### config.mk
export PLATFORM = sky130hd
export DESIGN_NAME = instr_fetch_unit
export DESIGN_NICKNAME = d
export VERILOG_FILES = /design/src/rtl/instr_fetch_unit.sv
export SDC_FILE = /design/constraint.sdc
export NUM_CORES = 1
export LEC_CHECK = 0
export BUFFER_PORTS_ARGS = -buffer_cell sky130_fd_sc_hd__buf_2
export CAP_MARGIN = 15
export CORE_UTILIZATION = 56
export CTS_BUF_LIST = sky130_fd_sc_hd__clkbuf_8
export CTS_CLUSTER_DIAMETER = 30
export DETAILED_ROUTE_END_ITERATION = 10
export GPL_ROUTABILITY_DRIVEN = 0
export PLACE_DENSITY = 0.89
export SETUP_SLACK_MARGIN = 0.5
export SLEW_MARGIN = 15
export SYNTH_ARGS = -nofsm -noshare
export SYNTH_HDL_FRONTEND = slang
export SYNTH_SLANG_ARGS = --single-unit
### constraint.sdc
create_clock -name clk -period 4.29 [get_ports clk]
set_input_delay 0.429 -clock clk [delete_from_list [all_inputs] [get_ports clk]]
set_output_delay 0.429 -clock clk [all_outputs]
set_load 0.02 [all_outputs]
### src/rtl/instr_fetch_unit.sv
// Instruction fetch unit: holds the PC, fetches over an imem req/ack handshake, issues to the decoder.
// Optional fetch watchdog enabled by defining FETCH_TIMEOUT_EN.
module instr_fetch_unit #(
  parameter int unsigned       ADDR_W      = 32,
  parameter logic [ADDR_W-1:0] RESET_PC    = '0,
  parameter int unsigned       TIMEOUT_CYC = 16
) (
  input  logic              clk,
  input  logic              rst_n,
  output logic              imem_req,
  output logic [ADDR_W-1:0] imem_addr,
  input  logic              imem_ack,
  input  logic [31:0]       imem_rdata,
  output logic              instr_valid,
  input  logic              instr_ready,
  output logic [31:0]       instr,
  output logic [5:0]        opcode,
  output logic [ADDR_W-1:0] pc,
  input  logic              jump,
  input  logic              branch,
  input  logic              zero,
  output logic              fetch_fault
);

  typedef enum logic [2:0] {
    ST_IDLE,
    ST_REQ,
    ST_WAIT,
    ST_ISSUE,
    ST_RESOLVE
`ifdef FETCH_TIMEOUT_EN
    , ST_FAULT
`endif
  } state_t;

  state_t            state;
  logic [ADDR_W-1:0] pc4;
  logic [ADDR_W-1:0] br_off;
  logic [ADDR_W-1:0] next_pc;

`ifdef FETCH_TIMEOUT_EN
  localparam int unsigned CNT_W = $clog2(TIMEOUT_CYC + 1);
  logic [CNT_W-1:0] wait_cnt;
`endif

  assign imem_addr = pc;
  assign opcode    = instr[31:26];

  // Redirect target, evaluated while the decoder's answer is valid in RESOLVE.
  always_comb begin
    pc4    = pc + ADDR_W'(4);
    br_off = ADDR_W'($signed({instr[15:0], 2'b00}));
    if (jump)
      next_pc = {pc4[ADDR_W-1:28], instr[25:0], 2'b00};
    else if (branch && zero)
      next_pc = pc4 + br_off;
    else
      next_pc = pc4;
  end

  always_ff @(posedge clk or negedge rst_n) begin
    if (!rst_n) begin
      state       <= ST_IDLE;
      pc          <= RESET_PC;
      imem_req    <= 1'b0;
      instr_valid <= 1'b0;
      instr       <= '0;
`ifdef FETCH_TIMEOUT_EN
      fetch_fault <= 1'b0;
      wait_cnt    <= '0;
`endif
    end else begin
      case (state)
        ST_IDLE: begin
          state    <= ST_REQ;
          imem_req <= 1'b1;
`ifdef FETCH_TIMEOUT_EN
          wait_cnt <= '0;
`endif
        end
        ST_REQ, ST_WAIT: begin
          // An ack on the limit cycle takes priority over the watchdog.
          if (imem_ack) begin
            instr       <= imem_rdata;
            imem_req    <= 1'b0;
            instr_valid <= 1'b1;
            state       <= ST_ISSUE;
          end
`ifdef FETCH_TIMEOUT_EN
          else if (wait_cnt == CNT_W'(TIMEOUT_CYC - 1)) begin
            imem_req    <= 1'b0;
            fetch_fault <= 1'b1;
            state       <= ST_FAULT;
          end else begin
            wait_cnt <= wait_cnt + 1'b1;
            state    <= ST_WAIT;
          end
`else
          else begin
            state <= ST_WAIT;
          end
`endif
        end
        ST_ISSUE: begin
          if (instr_ready) begin
            instr_valid <= 1'b0;
            state       <= ST_RESOLVE;
          end
        end
        ST_RESOLVE: begin
          pc       <= next_pc;
          imem_req <= 1'b1;
          state    <= ST_REQ;
`ifdef FETCH_TIMEOUT_EN
          wait_cnt <= '0;
`endif
        end
`ifdef FETCH_TIMEOUT_EN
        ST_FAULT: begin
          state <= ST_FAULT;
        end
`endif
        default: begin
          state       <= ST_IDLE;
          imem_req    <= 1'b0;
          instr_valid <= 1'b0;
        end
      endcase
    end
  end

`ifndef FETCH_TIMEOUT_EN
  assign fetch_fault = 1'b0;
`endif

endmodule

==> flow_summary.toml, run 1 <==
[outcome]
outcome = "finished clean"

[die]
die_x_um = 102.7
start_util = 0.5781
coreArea_mm2 = 0.009819
fp.dieH_um = 102.7
die-area_mm2 = 0.01054
num_rows = 36
ios = 144

[placed_design]
place_hpwl_mm = 12.07
pre_cts_ws_ps = 319.0
portBuffers = 138
place_area_mm2 = 0.006166

[grt]
grt_first_pass_wirelength_mm = 26.52
grt_max_degree = 47
antenna_found_initial = 0
grt_pass1_vias = 5336
grt_overflow = 0
grtUsageTotal = 0.3264

[timing]
rsz0062_at_grt = "yes"
maxSlewViolCount = 0
tightest_slew_ps = 939.9
hold_viol = 0
fin_skew_ps = 23.20
max_freq_ghz = 0.2675
fin_ws_ps = 551.4
finalCritPeriodShare = 0.8715
setup_viol = 0
setup_tns_ps = 0
timing.hold.ws_ps = 29.89
period_needed_ps = 3739
max-slew-margin-rel = 0.3731

[drt]
via_per_inst = 6.515
wl_per_cell_um = 19.22
firstDrtPassIters = 6
drc = 0
first_iter_violations = 788
num_vias = 5870
wl_mm = 17.31
ant_nets = 0

[cts]
cts_tree = "yes"
clk_pin_slew_ps = 100
numCtsBuffers = 9
ctsLongestPathBuffers = 2
insertion_delay_ps = 380
cts_root_buffer = "clkbuf_8"
h-tree-depth = 3
clkSinkCount = 67

[logic_synthesis]
synth_largest_area_cell = "dfrtp_1"
yosysMostFrequentCell = "nand2_1"
synth_edf_count = 0
synth_top_area_frac = 0.2953
ys_async_sr_fraction = 1.000
synth_flop_cell = "dfrtp_1"
syn_inst = 673
avgSynthCellArea_um2 = 8.435
ys_top_cells_by_area = "dfrtp_1 (30%), ha_1 (8.2%), mux2_2 (6.5%)"
syn_area_mm2 = 0.005677
ys_types = 63
seq_area_frac_synth = 0.2953
ys.warnings.count = 0
ys_ff_latch = 67
synth_commonest_cells = "nand2_1 (79), dfrtp_1 (67), nor2_1 (47)"

[worst_setup_path]
start_kind = "register"
critPathCaptureType = "register"
cp_data_arrival_time_ps = 4010
required_ps = 4560
crit_type = "register to register"
worstPathMaxFanout = 7

[finish]
area_growth_pct = 15.56
fin_nets = 841
antenna_cells = 0
drive_gt1_frac = 0.3047
final_area_mm2 = 0.006560
n_fill_cell = 792

[job]
maxCapViolCount = 0

[min_path]
hold_path.class = "primary input to async pin"
[area by class of cell]
class,instances,area [µm²],area share
sequential,67,1690,0.2577
clock buffer,9,123.9,0.01888
tap,133,166.4,0.02537
inverter,15,56.30,0.008583
timing repair buffer,150,780.7,0.1190
clock inverter,6,137.6,0.02098
multi-input combinational,521,3605,0.5495
[stage by stage]
stage / utilization / cells
global placement: 0.6279 / 880
finish: 0.6681 / 901
floorplan: - / 677
CTS: 0.6558 / 895
detailed placement: 0.6279 / 880
global route: 0.6681 / 901
[cells by family after synthesis]
kind of cell,share of synthesized area
adder cells (fa/ha/maj),0.08508
flip-flops,0.2953
AO/OA/AOI/OAI,0.2054
XOR/XNOR,0.07252
multiplexers,0.06723
buffers and inverters,0.08662
other,0.0006606
AND/OR/NAND/NOR,0.1871
[cells in the final DEF (no fill, tap or decap), types with 4 or more instances in the layout]
| cell type | n |
|---|---|
| o31ai_1 | 4 |
| clkbuf_8 | 9 |
| nor2b_1 | 4 |
| nand3_1 | 18 |
| o21ai_0 | 43 |
| a21oi_1 | 46 |
| nand2_1 | 79 |
| and3_1 | 6 |
| dfrtp_2 | 11 |
| ha_1 | 35 |
| a211oi_1 | 11 |
| nor3_1 | 14 |
| a31oi_1 | 13 |
| mux2_2 | 33 |
| inv_1 | 14 |
| o21bai_1 | 4 |
| dfrtp_1 | 56 |
| xor2_1 | 18 |
| bufinv_16 | 4 |
| or3_1 | 8 |
| a21o_1 | 17 |
| conb_1 | 5 |
| o211ai_1 | 8 |
| o221ai_1 | 6 |
| nor2_1 | 43 |
| nand4_1 | 12 |
| xnor2_1 | 23 |
| buf_2 | 138 |
| buf_4 | 12 |
| a221o_1 | 5 |
[metal layers]
metal | vias up | part of all wire | global-route usage
met5 | - | 0 | 0
met4 | 0 | 0.056 | 0.1549
met1 | 2731 | 0.38 | 0.4275
met2 | 446 | 0.46 | 0.5051
met3 | 106 | 0.11 | 0.08339
li1 | 2587 | - | -
[what timing repair did]
item,4_1_cts,5_1_grt
hold buffers,0,0
pin swaps,0,2
buffers inserted,0,6
setup endpoints to repair,4,8
resized for setup,5,20
gates cloned,0,0
[worst max-delay path, cell delays in order, from the launching register on]
cell      delay (ps)
dfrtp_1          500
nand4_1          220
nor4_4           330
nand4_1          220
nor2_1           270
xor2_2           230
ha_1             300
a21oi_1          190
o21ai_0          170
a21oi_1          180
o211ai_1         100
a31oi_1          290
o21ai_0          180
xor2_1           160
a221o_1          320
[registers in the layout, summed over array words and instances, names as in the netlist]
register,cells
imem_addr,30
imem_req,1
instr,32
instr_valid,1
state,3
[worst paths after layout]
kind	start	slack, ps	depth (start not counted)	to
worst max-delay path	imem_addr[14]	550	14	imem_addr[30]
worst min-delay path	rst_n	30	1	instr[3]
worst max register to register	imem_addr[14]	550	14	imem_addr[30]
worst min register to register	instr[29]	530	1	instr[29]
max in group asynchronous	rst_n	3240	2	imem_addr[2]
min in group clk	imem_rdata[24]	280	2	instr[24]
Power of run 1 is not shown: default switching activity piles up to over one toggle a cycle in this logic, so the estimate is an artifact.
==> run 2, diff against run 1 <==
--- a/config.mk
+++ b/config.mk
@@ -7,6 +7,7 @@
 export LEC_CHECK = 0
 export BUFFER_PORTS_ARGS = -buffer_cell sky130_fd_sc_hd__buf_2
 export CAP_MARGIN = 15
+export CORE_MARGIN = 10
 export CORE_UTILIZATION = 56
 export CTS_BUF_LIST = sky130_fd_sc_hd__clkbuf_8
 export CTS_CLUSTER_DIAMETER = 30
==> flow_summary.toml, run 2 (same netlist as run 1, synthesis figures left out) <==
[outcome]
outcome = "finished clean"

[finish]
mostFrequentLayoutCell = "buf_2"
drive_gt1_frac = 0.3018
regMostFlops = "instr"
largest_register_ffs = 32
antenna_cells = 0
n_fill_cell = 780
area_growth_pct = 14.79
fin_nets = 835
final_cell_mix = "buf_2 (138), nand2_1 (79), dfrtp_1 (55), a21oi_1 (46), nor2_1 (43)"

[die]
die-area_mm2 = 0.01456
start_util = 0.5781
num_rows = 36
coreArea_mm2 = 0.009819
die_x_um = 120.7
ios = 144
fp.dieH_um = 120.7

[drt]
firstDrtPassIters = 6
wl_per_cell_um = 21.30
first_iter_violations = 731
drc = 0
wl_mm = 19.07
num_vias = 5874
via_per_inst = 6.563
ant_nets = 0

[worst_setup_path]
critPathCaptureType = "register"
crit_type = "register to register"
cpMaxStageDelayCell = "dfrtp_2"
reg2reg_from = "imem_addr[11]"
reg2regPathDepth = 15
r2r-end = "imem_addr[28]"
start_kind = "register"
cp_slowest_stage_delay_ps = 450
worstPathMaxFanout = 7
crit_chain = "nand4_4, nor2_4, nand3_1, nor2_4, nand3_1, xnor2_2, ha_2, inv_1, o21bai_1, a221o_1, a221o_1, a21o_1, a41oi_1, mux2_2, a21oi_1"
required_ps = 4590
cp_data_arrival_time_ps = 3980
regToRegSetupSlack_ps = 610

[cts]
clkSinkCount = 67
cts_tree = "yes"
insertion_delay_ps = 370
h-tree-depth = 3
cts_root_buffer = "clkbuf_8"
numCtsBuffers = 9
clk_pin_slew_ps = 90
hold_buffers = 0
ctsLongestPathBuffers = 2

[timing]
fin_skew_ps = 20.51
maxSlewViolCount = 0
max_freq_ghz = 0.2717
max-slew-margin-rel = 0.3129
period_needed_ps = 3680
setup_tns_ps = 0
rsz0062_at_grt = "no"
hold_viol = 0
finalCritPeriodShare = 0.8578
setup_viol = 0
timing.hold.ws_ps = 176.9
tightest_slew_ps = 1028

[grt]
grt_overflow = 0
grt_first_pass_wirelength_mm = 29.39
antenna_found_initial = 0
grtUsageTotal = 0.2476
grt_pass1_vias = 5732
grt_max_degree = 38

[placed_design]
portBuffers = 138
place_hpwl_mm = 13.87

[min_path]
hold_path.class = "primary input to async pin"

[job]
maxCapViolCount = 0
-- run 2: cell types whose count changed in the layout (fill, tap and decap cells not counted), moves of 2 or more --
cell / change
bufinv_16: -2
a31oi_1: -2
buf_4: -6
clkinv_2: +2
-- run 2: cell type report --
type | count | area [µm²] | share of cell area
Timing Repair Buffer | 144 | 735.7 | 0.1129
Sequential cell | 67 | 1692 | 0.2596
Clock buffer | 10 | 137.6 | 0.02112
Inverter | 15 | 56.30 | 0.008641
Multi-Input combinational cell | 521 | 3651 | 0.5603
Clock inverter | 5 | 77.57 | 0.01190
Tap cell | 133 | 166.4 | 0.02554
-- run 2: worst max-delay path: cells and delay by family, from the launching register on --
family	cells	cell delay, ps
buffers and inverters	1	70
xor gates and xnor gates	1	210
and+or+nand+nor	5	840
muxes	1	370
DFF	1	450
AOI/OAI and AO/OA	6	1310
adders and majority gates	1	350
-- run 2: worst max path at each step --
stage             startpoint             to  slack [ps]
2_1_floorplan   imem_addr[4]  imem_addr[28]         730
4_1_cts        imem_addr[12]  imem_addr[28]         510
3_3_place_gp    imem_addr[4]  imem_addr[28]         630
5_1_grt         imem_addr[9]  imem_addr[27]         450
6_report       imem_addr[11]  imem_addr[28]         610
3_5_place_dp    imem_addr[8]  imem_addr[29]         420
-- run 2: timing repair --
action,in CTS,in global routing
setup endpoints to repair,2,11
resized for setup,2,31
buffers inserted,0,1
pin swaps,1,1
-- run 2: metal layers --
metal,vias up,part of all wire,track usage
met4,0,0.037,0.09653
li1,2581,-,-
met3,83,0.12,0.07073
met5,-,0,0
met1,2767,0.37,0.3000
met2,443,0.48,0.4066
-- run 2: per-stage QoR --
step | std cells | worst slack (ps) | cell area (µm²) | utilization
floorplan | 677 | 732.3 | 5692 | -
global placement | 879 | 626.7 | 6158 | 0.6272
detailed placement | 879 | 421.2 | 6158 | 0.6272
CTS | 894 | 506.0 | 6382 | 0.6500
global route | 895 | 448.4 | 6516 | 0.6636
finish | 895 | 610.1 | 6516 | 0.6636
Power of run 2 is left out for the same reason.
==> run 3, diff against run 2 <==
--- a/config.mk
+++ b/config.mk
@@ -7,13 +7,15 @@
 export LEC_CHECK = 0
 export BUFFER_PORTS_ARGS = -buffer_cell sky130_fd_sc_hd__buf_2
 export CAP_MARGIN = 15
+export CELL_PAD_IN_SITES_DETAIL_PLACEMENT = 1
+export CELL_PAD_IN_SITES_GLOBAL_PLACEMENT = 2
 export CORE_MARGIN = 10
-export CORE_UTILIZATION = 56
+export CORE_UTILIZATION = 32
 export CTS_BUF_LIST = sky130_fd_sc_hd__clkbuf_8
 export CTS_CLUSTER_DIAMETER = 30
 export DETAILED_ROUTE_END_ITERATION = 10
 export GPL_ROUTABILITY_DRIVEN = 0
-export PLACE_DENSITY = 0.89
+export PLACE_DENSITY = 0.87
 export SETUP_SLACK_MARGIN = 0.5
 export SLEW_MARGIN = 15
 export SYNTH_ARGS = -nofsm -noshare
==> flow_summary.toml, run 3 (same netlist as run 1, synthesis figures left out) <==
[outcome]
outcome = "finished clean"

[worst_setup_path]
cp_data_arrival_time_ps = 3960
regToRegSetupSlack_ps = 640
worstPathMaxFanout = 8
reg2reg_from = "imem_addr[5]"
reg2regPathDepth = 13
critPathCaptureType = "register"
start_kind = "register"
crit_type = "register to register"
required_ps = 4600
r2r-end = "imem_addr[28]"
crit_start = "imem_addr[5]"

[finish]
area_growth_pct = 18.47
mostFrequentLayoutCell = "buf_2"
final_cells = 1005
fin_nets = 852
drive_gt1_frac = 0.3218
fin_util = 0.3875
antenna_cells = 0
largest_register_ffs = 32
final_cell_mix = "buf_2 (137), nand2_1 (79), dfrtp_1 (55), a21oi_1 (45), nor2_1 (43)"
regMostFlops = "instr"

[grt]
grt_pass1_vias = 5664
grt_max_degree = 68
grtUsageTotal = 0.1692
antenna_found_initial = 0
grt_overflow = 0
grt_first_pass_wirelength_mm = 32.29

[placed_design]
portBuffers = 138
dp.cells = 978
place_hpwl_mm = 15.65

[die]
coreArea_mm2 = 0.01736
start_util = 0.3271
fp.dieH_um = 153.2
die-area_mm2 = 0.02347
ios = 144
die_x_um = 153.2
num_rows = 48

[timing]
finalCritPeriodShare = 0.8498
hold_viol = 0
setup_viol = 0
max_freq_ghz = 0.2743
rsz0062_at_grt = "yes"
setup_tns_ps = 0
tightest_slew_ps = 1107
maxSlewViolCount = 0
max-slew-margin-rel = 0.2604
fin_skew_ps = 10.71
timing.hold.ws_ps = 181.7
period_needed_ps = 3646

[pwr]
leakage_nw = 3.060
p_per_area_mw_per_mm2 = 1047
ir_drop_mv = 0.3039

[cts]
hold_buffers = 0
numCtsBuffers = 9
clkSinkCount = 67
cts_root_buffer = "clkbuf_8"
clk_pin_slew_ps = 80
insertion_delay_ps = 380
cts_tree = "yes"
h-tree-depth = 3
ctsLongestPathBuffers = 2

[drt]
wl_mm = 20.66
firstDrtPassIters = 7
ant_nets = 0
drc = 0
wl_per_cell_um = 20.56
via_per_inst = 5.483
first_iter_violations = 378
num_vias = 5510

[min_path]
hold_path.class = "primary input to async pin"

[job]
maxCapViolCount = 0
## run 3: per-layer routing
metal,GRT usage,vias to the layer above,part of all wire
met3,0.03563,23,0.057
met5,0,-,0
met2,0.2694,174,0.47
met1,0.2222,2713,0.46
met4,0.05540,0,0.017
li1,-,2600,-
## run 3: how the worst max path moves through the flow
stage	slack, ps	end	depth (start not counted)
after floorplan	730	imem_addr[28]	14
after global placement	330	imem_addr[29]	15
after detailed placement	290	imem_addr[29]	15
after CTS	520	imem_addr[28]	15
after global routing	370	imem_addr[26]	16
final	640	imem_addr[28]	13
## run 3: final cells by class
type	instances	area, µm²
flip-flops and latches	67	1692
clock inverters	6	63.81
well taps	225	281.5
multi-input cells	521	3628
repair buffers	161	865.8
clock buffers	10	137.6
fillers	2073	10630
inverters	15	56.30
## run 3: timing repair
action	in CTS	in global routing
resized for setup	13	20
pin swaps	1	4
cloned	0	0
setup endpoints to repair	6	11
buffers inserted	2	9
## run 3: power breakdown
part / internal (mW) / switching [mW]
sequential: 0.957 / 0.501
clock: 0.284 / 0.293
combinational: 1.97 / 3.03
total: 3.21 / 3.83
## run 3: through the flow
stage	worst slack, ps	total power [mW]	cell area, µm²
2_1_floorplan	732.3	4.924	5692
6_report	644.4	7.040	6725
4_1_cts	516.0	6.895	6581
3_3_place_gp	331.8	6.171	6329
3_5_place_dp	287.5	6.251	6329
5_1_grt	370.4	7.619	6725
## run 3: critical path, cell delays in order (launching register included)
cell     delay [ps]
dfrtp_2         440
nand4_2         170
nor2_2          190
and4_1          260
and3_1          200
xor2_1          260
ha_1            330
a21o_1          210
a221o_1         350
a31o_2          250
a21o_1          200
a41oi_2         230
mux2_2          370
a21oi_1         130
Power figures use the tool's default switching activity.
